## config.mk

```make
export PLATFORM = sky130hd
export DESIGN_NAME = dram_port_arbiter
export DESIGN_NICKNAME = d
export VERILOG_FILES = /design/src/rtl/dram_arb_pkg.sv /design/src/rtl/dram_arb_pick.sv /design/src/rtl/dram_port_arbiter.sv
export SDC_FILE = /design/constraint.sdc
export NUM_CORES = 1
export LEC_CHECK = 0
export CORE_UTILIZATION = 28
export DETAILED_ROUTE_END_ITERATION = 7
export PLACE_DENSITY = 0.86
export SLEW_MARGIN = 15
export SYNTH_ARGS = -nofsm -noshare
export SYNTH_HDL_FRONTEND = slang
export SYNTH_SLANG_ARGS = --single-unit
```

## constraint.sdc

```tcl
create_clock -name clock -period 3.5 [get_ports clock]
set_input_delay 0.525 -clock clock [delete_from_list [all_inputs] [get_ports clock]]
set_output_delay 0.525 -clock clock [all_outputs]
set_load 0.05 [all_outputs]
```

## src/rtl/dram_arb_pkg.sv

```systemverilog
// Shared types and defaults for the two-port DRAM arbiter.
// The owner enumeration doubles as the grant encoding: the picker
// returns the port that wins this cycle, or OWNER_IDLE for no grant.
package dram_arb_pkg;

    localparam int AW_DEFAULT        = 8;
    localparam int DW_DEFAULT        = 16;
    localparam int MAX_BURST_DEFAULT = 4;

    // Encoding of the tie-break priority bit.
    localparam logic PRIO_A = 1'b0;
    localparam logic PRIO_B = 1'b1;

    typedef enum logic [1:0] {
        OWNER_IDLE = 2'd0,
        OWNER_A    = 2'd1,
        OWNER_B    = 2'd2
    } owner_t;

    // Burst counter increment that sticks at the limit.
    function automatic logic [3:0] sat_inc(input logic [3:0] value,
                                           input logic [3:0] limit);
        if (value >= limit) begin
            return limit;
        end
        return value + 4'd1;
    endfunction

endpackage

```

## src/rtl/dram_arb_pick.sv

```systemverilog
// Purely combinational grant picker for the two-port DRAM arbiter.
// Given last cycle's owner, its burst count, the idle tie-break bit and the
// two request lines, returns the port to grant this cycle.
module dram_arb_pick
    import dram_arb_pkg::*;
#(
    parameter int MAX_BURST = MAX_BURST_DEFAULT
) (
    input  owner_t     owner,
    input  logic [3:0] cnt,
    input  logic       prio,
    input  logic       a_req,
    input  logic       b_req,
    output owner_t     grant
);

    localparam logic [3:0] BURST_LIM = 4'(MAX_BURST);

    // The current owner keeps the port until its burst is spent and the other
    // side is waiting; an owner that stops requesting hands over at once.
    always_comb begin
        grant = OWNER_IDLE;
        unique case (owner)
            OWNER_A: begin
                if (a_req) begin
                    if (!b_req || (cnt < BURST_LIM)) begin
                        grant = OWNER_A;
                    end else begin
                        grant = OWNER_B;
                    end
                end else if (b_req) begin
                    grant = OWNER_B;
                end
            end
            OWNER_B: begin
                if (b_req) begin
                    if (!a_req || (cnt < BURST_LIM)) begin
                        grant = OWNER_B;
                    end else begin
                        grant = OWNER_A;
                    end
                end else if (a_req) begin
                    grant = OWNER_A;
                end
            end
            default: begin
                if (a_req && b_req) begin
                    grant = (prio == PRIO_B) ? OWNER_B : OWNER_A;
                end else if (a_req) begin
                    grant = OWNER_A;
                end else if (b_req) begin
                    grant = OWNER_B;
                end
            end
        endcase
    end

endmodule

```

## src/rtl/dram_port_arbiter.sv

```systemverilog
// Two-port arbiter in front of a single-port synchronous RAM.
// Port A is the processor, port B the loader/debug path. Grants are issued
// combinationally in the request cycle; reads return one cycle later.
//
//   state      | meaning
//   -----------+-----------------------------------------------
//   OWNER_IDLE | no grant last cycle; ties resolved by prio
//   OWNER_A    | port A was granted last cycle, cnt = run length
//   OWNER_B    | port B was granted last cycle, cnt = run length
module dram_port_arbiter
    import dram_arb_pkg::*;
#(
    parameter int AW        = AW_DEFAULT,
    parameter int DW        = DW_DEFAULT,
    parameter int MAX_BURST = MAX_BURST_DEFAULT
) (
    input  logic          clock,
    input  logic          reset,

    input  logic          a_req,
    input  logic          a_we,
    input  logic [AW-1:0] a_addr,
    input  logic [DW-1:0] a_wdata,
    output logic          a_gnt,
    output logic          a_rvalid,
    output logic [DW-1:0] a_rdata,

    input  logic          b_req,
    input  logic          b_we,
    input  logic [AW-1:0] b_addr,
    input  logic [DW-1:0] b_wdata,
    output logic          b_gnt,
    output logic          b_rvalid,
    output logic [DW-1:0] b_rdata,

    output logic [AW-1:0] mem_address,
    output logic [DW-1:0] mem_data,
    output logic          mem_wren,
    input  logic [DW-1:0] mem_q
);

    localparam logic [3:0] BURST_LIM = 4'(MAX_BURST);

    owner_t     owner;
    owner_t     owner_nxt;
    owner_t     pick;
    owner_t     grant;
    logic [3:0] cnt;
    logic [3:0] cnt_nxt;
    logic       prio;
    logic       prio_nxt;
    logic       a_rv_q;
    logic       b_rv_q;

    dram_arb_pick #(
        .MAX_BURST (MAX_BURST)
    ) u_pick (
        .owner (owner),
        .cnt   (cnt),
        .prio  (prio),
        .a_req (a_req),
        .b_req (b_req),
        .grant (pick)
    );

    // Grants are forced off while reset is high so no RAM access can start.
    always_comb begin
        grant = pick;
        if (reset) begin
            grant = OWNER_IDLE;
        end
        a_gnt = (grant == OWNER_A);
        b_gnt = (grant == OWNER_B);
    end

    // RAM port follows the granted port; with no grant it shows port A idle.
    always_comb begin
        mem_address = a_addr;
        mem_data    = a_wdata;
        mem_wren    = 1'b0;
        if (grant == OWNER_B) begin
            mem_address = b_addr;
            mem_data    = b_wdata;
            mem_wren    = b_we;
        end else if (grant == OWNER_A) begin
            mem_wren    = a_we;
        end
    end

    // Next owner, burst length and tie-break bit from this cycle's grant.
    always_comb begin
        owner_nxt = owner;
        cnt_nxt   = cnt;
        prio_nxt  = prio;
        if (grant == OWNER_IDLE) begin
            owner_nxt = OWNER_IDLE;
            cnt_nxt   = 4'd0;
        end else if (grant == owner) begin
            cnt_nxt   = sat_inc(cnt, BURST_LIM);
        end else begin
            owner_nxt = grant;
            cnt_nxt   = 4'd1;
            prio_nxt  = (grant == OWNER_A) ? PRIO_B : PRIO_A;
        end
    end

    // State register plus one-cycle read-valid pipeline per port.
    always_ff @(posedge clock) begin
        if (reset) begin
            owner  <= OWNER_IDLE;
            cnt    <= 4'd0;
            prio   <= PRIO_A;
            a_rv_q <= 1'b0;
            b_rv_q <= 1'b0;
        end else begin
            owner  <= owner_nxt;
            cnt    <= cnt_nxt;
            prio   <= prio_nxt;
            a_rv_q <= a_gnt & ~a_we;
            b_rv_q <= b_gnt & ~b_we;
        end
    end

    // A read granted just before reset must not surface while reset is high,
    // so the registered valids are masked by reset as well as cleared by it.
    assign a_rvalid = a_rv_q & ~reset;
    assign b_rvalid = b_rv_q & ~reset;

    // Both ports see the RAM output directly; rvalid says whose data it is.
    assign a_rdata = mem_q;
    assign b_rdata = mem_q;

endmodule

```

==> results_dict.tcl <==
set metrics [dict create \
    clk_path_buf_depth 2 \
    power_leakage_nw 0.859 \
    die_h_um 67.0 \
    routedWlPerCell_um 14.1 \
    htree_levels 1 \
    min_path_type "register to register" \
    synthesis.nets 199 \
    synth_adder_area_share_pct 3.17 \
    clk_pin_slew_ns 0.04 \
    fin_crit_sh_pct 92.8 \
    final_cells 233 \
    async_flop_share_pct 0 \
    dpl.hpwl_um 2690 \
    syn_avg_cell_area_um2 9.39 \
    synthXorXnorAreaFrac_pct 0 \
    firstDrtPassIters 6 \
    nNetsFinal 257 \
    ys_types 40 \
    timing.rr.start "owner[0]" \
    viasPerCell 4.76 \
    maxSlewViolCount 0 \
    whs_ns 0.537 \
    core_um2 4030 \
    cts_root_buf "clkbuf_8" \
    min_path_cells 2 \
    fin_tns_setup_ns 0 \
    num_antenna_cells 0 \
    synth_area_leaders "mux2_4, buf_4, dfxtp_1, mux2_1, ha_1" \
    drc_errors 0 \
    finish.utilization_pct 51.6 \
    final_area_um2 2080 \
    worstPathArrival_ns 2.72 \
    critPathKind "register to primary output" \
    postRouteAntennaNets 0 \
    cp_max_fo 13 \
    critPathRequiredTime_ns 2.97 \
    io_pins 131 \
    numClockSinks 9 \
    hold_start "prio" \
    yosysWarnings 0 \
    grt_first_pass_wirelength_um 4900 \
    grtUsageTotal_pct 14.9 \
    synth_top_family_by_area "multiplexers" \
    busiest_layer "met2" \
    antenna_found_initial 0 \
    setup_viol 0 \
    r2r-end "cnt[1]" \
    rsz0062_at_grt "no" \
    yosysTopAreaCell "mux2_4" \
    drt_iter0_markers 55 \
    cts_tree "yes" \
    final_common_cell "clkdlybuf4s50_1" \
    vias 1109 \
    grt-ovfl-total 0 \
    synth_top_area_share_pct 22.8 \
    power_mw 1.28 \
    worstRegToRegCells 7 \
    layout-drive-gt1-share_pct 35.0 \
    place_area_um2 2020 \
    grtUsageMet3_pct 3.77 \
    final_cell_mix "clkdlybuf4s50_1, buf_12, mux2_4" \
    yosysSeqAreaShare_pct 15.2 \
    synth_edf_count 0 \
    post-cts-setup-buffers 0 \
    use_met1_pct 16.5 \
    placed_cells 228 \
    grt_pass1_vias 1068 \
    use_met2_pct 25.4 \
    wl_um 3280 \
    yosys.area_share.simple_pct 17.5 \
    ir_drop_mv 0.330 \
    routabilityCongestion 0.858 \
    pre_cts_ws_ns 0.00941 \
    power_density_nw_per_um2 618 \
    grt_max_degree 14 \
    synth_flop_cell "dfxtp_1" \
    synth-seq-cells 9 \
    die_area_um2 4490 \
    slew_headroom_pct 63.2 \
    cts_buffers 3 \
    worst-slew-pin-transition_ns 0.551 \
    fmax_ghz 0.308 \
    synthCells 126 \
    clock_latency_ns 0.23 \
    status "finished clean" \
    reg2reg_slack_ns 1.23 \
    area_growth_pct 75.5 \
    die_w_um 67.0 \
    port_buffers 82 \
    start_kind "register" \
    worst_slack_ns 0.251 \
    fin_skew_ns 0.00128 \
    muxShareOfSynthArea_pct 28.5 \
    fin_crit_ns 3.25 \
    maxCapViolCount 0 \
    synth_compound_area_share_pct 10.8 \
    fp-row-count 23 \
    min_to "prio" \
    end_kind "primary output" \
    hold_violations 0 \
    syn_area_um2 1180 \
    start_util_pct 29.4 \
]
## worst max-delay path, stage by stage (launching register included)
cell and delay [ns]:
dfxtp_1 0.33, inv_1 0.07, ha_1 0.38, nor2b_1 0.18, a311oi_2 0.32, nand2_2 0.19, nor2_4 0.44, mux2_1 0.37
buf_4 0.19
## flip-flops by register name, summed over array words and instances (netlist names)
| register | count |
|---|---|
| a_rv_q | 1 |
| cnt | 4 |
| prio | 1 |
| b_rv_q | 1 |
| owner | 2 |
## where the power goes
part           internal [mW]  switching [mW]  total [mW]
clock                 0.0794          0.0411       0.120
sequential             0.127          0.0219       0.149
combinational          0.479           0.537        1.02
## worst max-delay path by stage
stage	from	end	slack, ns	cells past startpoint
2_1_floorplan	owner[0]	mem_wren	0.07	8
3_3_place_gp	b_req	mem_address[2]	0.1	7
3_5_place_dp	b_req	mem_address[7]	0.009	7
4_1_cts	owner[0]	mem_address[7]	0.25	8
5_1_grt	owner[0]	mem_data[15]	0.06	8
6_report	owner[0]	mem_address[7]	0.25	8
## area by class of cell
type | count | area (um2)
multi-input combinational | 77 | 726
sequential | 9 | 180
clock buffer | 4 | 45.0
timing repair buffer | 87 | 1040
tap | 50 | 62.6
fill | 349 | 1950
inverter | 6 | 22.5
## cell usage after synthesis, types with 2 or more instances
master / count
mux2_1: 6
nor2_1: 3
inv_2: 2
o21ai_0: 2
mux2_4: 18
ha_1: 3
a21oi_1: 4
nand3b_1: 2
nor2b_1: 3
o31ai_1: 2
buf_6: 2
nand4_1: 2
nor3_1: 5
dfxtp_1: 9
inv_1: 4
nand2_1: 3
nand3_1: 2
buf_4: 32
## layer usage
metal,wire (um),vias up,part of all wire (%)
met3,243,4,7.4
met1,1260,500,39
met2,1710,67,52
li1,-,538,-
met4,60,0,1.8
met5,0,-,0
## timing repair
| action | in CTS | in global routing |
|---|---|---|
| hold endpoints to repair | 0 | 0 |
| setup endpoints to repair | 6 | 0 |
| hold buffers | 0 | 0 |
| resized for setup | 1 | 0 |
## logic make-up after synthesis
logic type	Yosys count
fa+ha+maj	3
mux	24
compound gates	17
buf+inv	41
simple gates	31
flops	9
other cells	1
Power figures use the tool's default switching activity.
